<file path="src/rtl/mult8s_dot_accum.sv">
// mult8s_dot_accum
// Accumulates the signed product stream from the 8x8 multiplier wrapper
// into per-frame dot-product sums. A frame ends on in_last or after
// MAX_LEN beats. The result is presented on a valid/ready port, and the
// input stalls until the result is taken.
//
// Build option: define MULT_DOT_ACCUM_SAT_EN to make the accumulator clamp
// on signed overflow. Without it, the accumulator wraps modulo 2^ACC_W.
// out_overflow behaves the same in both builds.

module mult8s_dot_accum #(
    parameter  int PROD_W  = 16,
    parameter  int ACC_W   = 32,
    parameter  int MAX_LEN = 256,
    localparam int CNT_W   = $clog2(MAX_LEN + 1)
) (
    input  logic                     clk,
    input  logic                     rst_n,
    input  logic                     in_valid,
    output logic                     in_ready,
    input  logic                     in_last,
    input  logic signed [PROD_W-1:0] product,
    output logic                     out_valid,
    input  logic                     out_ready,
    output logic signed [ACC_W-1:0]  out_sum,
    output logic [CNT_W-1:0]         out_count,
    output logic                     out_overflow
);

    typedef enum logic {
        ACCUM = 1'b0,
        HOLD  = 1'b1
    } state_t;

    localparam logic [CNT_W-1:0] CNT_LAST = CNT_W'(MAX_LEN - 1);
`ifdef MULT_DOT_ACCUM_SAT_EN
    localparam logic signed [ACC_W-1:0] ACC_MAX = {1'b0, {(ACC_W-1){1'b1}}};
    localparam logic signed [ACC_W-1:0] ACC_MIN = {1'b1, {(ACC_W-1){1'b0}}};
`endif

    state_t                   state;
    logic signed [ACC_W-1:0]  acc;
    logic [CNT_W-1:0]         cnt;
    logic                     ovf;

    logic                     accept;
    logic                     frame_end;
    logic signed [ACC_W-1:0]  prod_ext;
    logic signed [ACC_W-1:0]  sum_raw;
    logic signed [ACC_W-1:0]  acc_next;
    logic                     ovf_now;

    // Next accumulator value and overflow flag for the beat on the input.
    always_comb begin
        // NOTE: every signal driven here gets a default first, so that no
        // path through the block leaves it unassigned and infers a latch.
        prod_ext = {{(ACC_W-PROD_W){product[PROD_W-1]}}, product};
        sum_raw  = acc + prod_ext;
        // Overflow: the operands share a sign and the raw sum's sign differs.
        ovf_now  = (acc[ACC_W-1] == prod_ext[ACC_W-1]) &&
                   (sum_raw[ACC_W-1] != acc[ACC_W-1]);
        acc_next = sum_raw;
`ifdef MULT_DOT_ACCUM_SAT_EN
        // A negative acc can only overflow downward; a positive acc can only overflow upward.
        if (ovf_now) begin
            acc_next = acc[ACC_W-1] ? ACC_MIN : ACC_MAX;
        end
`endif
    end

    assign accept    = in_valid && in_ready;
    assign frame_end = in_last || (cnt == CNT_LAST);

    // Frame state machine: accumulate beats, then hold the result until it is taken.
    always_ff @(posedge clk) begin
        // NOTE: state registers use non-blocking assignments so that every
        // flop samples the values from before the edge, whatever order the
        // statements are written in.
        if (!rst_n) begin
            state <= ACCUM;
            acc   <= '0;
            cnt   <= '0;
            ovf   <= 1'b0;
        end else begin
            case (state)
                ACCUM: begin
                    if (accept) begin
                        acc <= acc_next;
                        cnt <= cnt + CNT_W'(1);
                        ovf <= ovf | ovf_now;
                        if (frame_end) begin
                            state <= HOLD;
                        end
                    end
                end
                HOLD: begin
                    if (out_ready) begin
                        acc   <= '0;
                        cnt   <= '0;
                        ovf   <= 1'b0;
                        state <= ACCUM;
                    end
                end
                default: state <= ACCUM;
            endcase
        end
    end

    // The handshake signals come straight from the state flop. The result
    // outputs are the registered totals, which stay frozen while in HOLD.
    assign in_ready     = (state == ACCUM);
    assign out_valid    = (state == HOLD);
    assign out_sum      = acc;
    assign out_count    = cnt;
    assign out_overflow = ovf;

endmodule

</file>
<file path="config.mk">
export PLATFORM = sky130hd
export DESIGN_NAME = mult8s_dot_accum
export DESIGN_NICKNAME = d
export VERILOG_FILES = /design/src/rtl/mult8s_dot_accum.sv
export SDC_FILE = /design/constraint.sdc
export NUM_CORES = 1
export LEC_CHECK = 0
export CORE_MARGIN = 4
export CORE_UTILIZATION = 55
export CTS_CLUSTER_DIAMETER = 120
export DETAILED_ROUTE_END_ITERATION = 16
export PLACE_DENSITY = 0.85
export SLEW_MARGIN = 15
export SYNTH_ARGS = -nofsm -noshare
export SYNTH_HDL_FRONTEND = slang
export SYNTH_SLANG_ARGS = --single-unit
</file>
<file path="constraint.sdc">
create_clock -name clk -period 5.75 [get_ports clk]
set_clock_uncertainty 0.15 [all_clocks]
set_input_delay 1.4375 -clock clk [delete_from_list [all_inputs] [get_ports clk]]
set_output_delay 1.4375 -clock clk [all_outputs]
set_load 0.02 [all_outputs]
</file>
==> results.txt <==
Status: completed
Yosys warnings: 0
Fin Setup TNS: 0 ns
Worst skew pair latency: 0.30 ns
Int Pwr: 0.656 mW
CP max FO: 20
Main synth FF type: dfxtp_1
DR DRC count: 0
Final setup margin: 1.22 ns
Input/output buffers: 64
Final core utilization: 0.714
Most common cell after layout, fill and taps aside: clkdlybuf4s50_1
Final worst-path cycle share: 0.788
I/O pins: 65
Combinational share of power: 0.470
Total Wirelength: 7950 µm
Global Route Usage Sum: 0.226
Clk network pwr share: 0.191
Crit path buffers/inverters: 1
Relative slew slack: 0.435
First-pass GRT wire length: 13500 µm
Setup Fix Bufs, Post-CTS: 0
Critical path type: primary input to flop
TritonCTS clock tree: done
Post-synth ARST share: 0
Cell family with most CP delay: compound AO/OA/AOI/OAI gates
Setup violations, final: 0
Total power: 1.09 mW
Post-DP HPWL: 5950 µm
DR WL/cell: 15.3 µm
Sw Ratio: 0.397
PD cells: 274 nW/µm²
Hold Path Class: flop to flop
Synthesized instance count: 388
Cell Area, Placed: 3880 µm²
Dpl cells: 510
RSZ-0062 raised after global routing: false
Initial Utilization: 0.574
Share of cells above drive strength 1: 0.0471
LEAKAGE: 1.69 nW
Pre-CTS WS: 0.930 ns
Largest net degree at the start of global routing: 24
H-tree Lvls: 2
Sequential-to-total area share from yosys stat: 0.269
Min-delay src: out_sum[24]$_SDFFE_PN0P_
Area growth syn-to-layout: 24.3%
Post-route ant nets: 0
Worst setup SP type: primary input
Average size of a mapped cell: 8.25 µm²
Core area: 5570 µm²
Root Driver: clkbuf_8
Router iterations before antenna repair: 4
Antenna violations before repair: 0
Distinct cells, synth: 50
Maximum VDD drop: 193 µV
Worst-path cell chain: clkdlybuf4s50_1 > ha_1 > a211oi_2 > o21bai_1 > a21o_1 > a21oi_1 > a21oi_2 > o31a_1 > o21a_1 > nor3_1 > a2bb2oi_1
Clk buf depth: 2
Grt ovf: 0
Vias in the first global route: 2885
Total of max-cap violations: 0
CTS Buf Count: 5
WP data required: 5.83 ns
EDFF count, synth: 0
Arr. time, crit path: 4.61 ns
CTS sink cnt: 43
Sequential Power Share: 0.338
Min cycle time layout: 4.53 ns
Post-route cell area: 3980 µm²
Synthesized Nets: 443
Final Wtd Congestion: 0.971
Die X: 84.3 µm
Initial DRC Count: 143
Die Height: 84.3 µm
Psw: 0.432 mW
Worst-path clk slew: 0.10 ns
Vias: 3080
# diodes: 0
Die Area: 7100 µm²
WHS: 0.328 ns
F_max: 221 MHz
Slowest-stage cell, CP: clkdlybuf4s50_1
Worst slew pin tran: 0.845 ns
Nets: 500
Register bit total from synthesis: 43
Critical path startpoint: product[15]
Floorplan row count: 27
Post-CTS Hold Buffers: 0
Max-slew violations: 0
Max incr delay on CP: 0.85 ns
Commonest non-fill, non-tap cells in the layout: 64 x clkdlybuf4s50_1, 43 x dfxtp_1, 40 x nand2_1, 33 x ha_1
Worst R2R Start: out_sum[0]$_SDFFE_PN0P_
Post_cts resized: 0
Routed vias/inst: 5.95
Mapped Area: 3200 µm²
Final hold viol count: 0
CP Capture Type: flop
Final std cells w/o fill: 518
## synth_stat cells, types with 3 or more instances
library cell | n | area share
and2_1 | 5 | 0.0098
nand2_1 | 40 | 0.047
xnor2_1 | 15 | 0.041
clkbuf_1 | 15 | 0.018
and3_1 | 8 | 0.016
a22o_1 | 3 | 0.0082
o21a_1 | 4 | 0.0094
nor2_1 | 15 | 0.018
nor3_1 | 6 | 0.0094
dfxtp_1 | 43 | 0.27
inv_1 | 10 | 0.012
a21oi_1 | 30 | 0.047
a211oi_1 | 4 | 0.0094
a21o_1 | 15 | 0.035
a22oi_1 | 18 | 0.042
nand3_1 | 10 | 0.016
o21bai_1 | 6 | 0.014
nor2b_1 | 22 | 0.043
a31oi_1 | 4 | 0.0078
o21ai_0 | 30 | 0.047
ha_1 | 33 | 0.13
xor2_1 | 15 | 0.041
nand4_1 | 7 | 0.014
## routing by layer
layer	track usage	wire length, µm	vias to the layer above	part of all wire
li1	-	-	1535	-
met1	0.315	3760	1429	0.47
met2	0.359	3560	105	0.45
met3	0.0412	534	11	0.067
met4	0.0585	98	0	0.012
met5	0	0	-	0
## registers in the layout (all words and copies together), names as in the netlist
register	flops
out_sum	32
out_count	9
out_overflow	1
out_valid	1
## worst reg2reg max path: cells and delay by family (launching register included)
family / cells / cell delay, ns
flip-flops: 1 / 0.35
XOR/XNOR: 1 / 0.17
AND/OR/NAND/NOR: 2 / 0.25
AO/OA/AOI/OAI: 6 / 1.40
adder cells (fa/ha/maj): 2 / 0.64
## path summary, 6_finish.rpt
path / end / slack (ns) / depth (start not counted)
setup / recovery: out_sum[31]$_SDFFE_PN0P_ / 1.22 / 11
hold / removal: out_sum[24]$_SDFFE_PN0P_ / 0.33 / 2
hold reg to reg: out_sum[24]$_SDFFE_PN0P_ / 0.33 / 2
setup reg to reg: out_sum[30]$_SDFFE_PN0P_ / 2.67 / 11
## logic make-up after synthesis
family,Yosys count,share of synthesized area
DFF,43,0.269
buffers and inverters,26,0.0309
AOI/OAI and AO/OA,137,0.300
xor gates and xnor gates,30,0.0821
adders and majority gates,34,0.135
and+or+nand+nor,118,0.183
## power groups by stage
stage          logic [mW]  registers [mW]  clock network (mW)
4_1_cts             0.510           0.369               0.214
2_1_floorplan       0.310           0.414                   0
3_5_place_dp        0.507           0.375                   0
3_3_place_gp        0.499           0.373                   0
6_report            0.512           0.368               0.208
5_1_grt             0.564           0.374               0.228
## final cells by class
type                            count  area [µm²]
Multi-Input combinational cell    319        2240
Clock buffer                        5        68.8
Timing Repair Buffer               66         656
Tap cell                           72        90.1
Clock inverter                      3        23.8
Fill cell                         463        1600
Sequential cell                    43         861
Inverter                           10        37.5
No activity file was read; power rests on OpenSTA's default activity.
==> patch, RTL diff (same flow settings) <==
One comparison of `cnt` changes from == to >=.
--- a/src/rtl/mult8s_dot_accum.sv
+++ b/src/rtl/mult8s_dot_accum.sv
@@ -69,7 +69,7 @@
     end
 
     assign accept    = in_valid && in_ready;
-    assign frame_end = in_last || (cnt == CNT_LAST);
+    assign frame_end = in_last || (cnt >= CNT_LAST);
 
     // Frame state machine: accumulate beats, then hold the result until it is taken.
     always_ff @(posedge clk) begin
Check against the original RTL: same outputs for any inputs over 4 cycles, from zero or initial values and one cycle with rst_n low; that may be too few to reach the edited logic, so the function may still have changed.
==> patch against the unedited design <==
- power is 3.0% higher
- synthesized area is 1.7% lower
- routed wire length is 1.6% higher
- design area is 0.35% higher
- sequential cell count stayed put
- worst setup slack worse by 0.0071 ns
- synthesized cell count is 0.26% higher
- count of clock-buffer cells in the layout is 1 higher
- critical endpoint unchanged
- largest power group unchanged
==> patch: results (changes against the unedited design) <==
{| class="wikitable"
! Metric !! Value
|-
| Share of the yosys chip area belonging to registers || 27.4% (was 26.9%)
|-
| Final weighted congestion in routability-driven placement || 0.888 (was 0.971)
|-
| Post-synth top cells || nand2_1 (47), dfxtp_1 (43), a21oi_1 (38) (was dfxtp_1 (43), nand2_1 (40), ha_1 (33))
|-
| Register-to-Register Setup Slack || 2.63 ns (was 2.67 ns)
|-
| Gr usage total || 23.4% (was 22.6%)
|-
| Net count after synthesis || 444 (was 443)
|-
| Internal Power || 721 uW (was 656 uW)
|-
| Cell family contributing the most delay on the critical path || simple AND/OR/NAND/NOR gates (was compound AO/OA/AOI/OAI gates)
|-
| Clock net power || 283 uW (was 208 uW)
|-
| Fraction of final layout cells sized beyond drive strength 1 || 4.19% (was 4.71%)
|-
| Met2 track demand over resource || 40.2% (was 35.9%)
|-
| Final std cells w/o fill || 525 (was 518)
|-
| Nets@finish || 507 (was 500)
|-
| Worst vdd rail ir drop || 0.153 mV (was 0.193 mV)
|-
| Met3 routed WL || 380 um (was 534 um)
|-
| Number of distinct library cells after synthesis || 52 (was 50)
|-
| Pin count of the biggest net entering global routing || 29 (was 24)
|-
| Avg Inst Size Synth || 8.09 um2 (was 8.25 um2)
|-
| Layout fillers || 445 (was 463)
|-
| End of the worst register-to-register path || out_sum[28]$_SDFFE_PN0P_ (was out_sum[30]$_SDFFE_PN0P_)
|-
| Minimum setup slack after placement || 0.935 ns (was 0.930 ns)
|-
| Outcome || complete, no violations (unchanged)
|-
| Maximum single-stage delay on the critical path || 0.99 ns (was 0.85 ns)
|-
| Clock power share || 25.2% (was 19.1%)
|-
| Routed wire length || 8080 um (was 7950 um)
|-
| Hold_ws || 0.327 ns (was 0.328 ns)
|-
| Global routing met1 resource utilization || 30.2% (was 31.5%)
|-
| Amount of wire on met2 after detailed routing || 3820 um (was 3560 um)
|-
| Terminating pin of the worst hold path || out_sum[23]$_SDFFE_PN0P_ (was out_sum[24]$_SDFFE_PN0P_)
|-
| Measured slew at the worst slew-check pin || 0.794 ns (was 0.845 ns)
|-
| Vias after detailed routing || 3125 (was 3080)
|-
| Number of instances in the placed design || 517 (was 510)
|-
| Initial DRC Count || 133 (was 143)
|}
-- patch: changes by cell type in the layout (fill, tap and decap cells not counted), sizes merged, moves of 4 or more --
cell,before,now
o21ai,32,40
nand2,40,47
a21o,15,21
a21oi,32,38
inv,11,5
nand4,7,2
nor3,6,1
xnor2,15,10
a211oi,6,2
o211ai,1,5
o21bai,7,3
-- patch: logic make-up after synthesis --
family          Yosys count  share of synthesized area [%]
compound gates          151                           30.9
simple gates            118                           18.5
flops                    43                           27.4
fa+ha+maj                34                           13.8
xor+xnor                 27                           7.51
buf+inv                  16                           1.91
-- patch: final cells by class --
class                      instances  area (um2)  area share (%)
tap                               72        90.1            2.26
clock buffer                       6        72.6            1.82
clock inverter                     2        60.1            1.50
sequential                        43         861            21.6
timing repair buffer              67         663            16.6
multi-input combinational        330        2230            55.8
inverter                           5        18.8           0.470
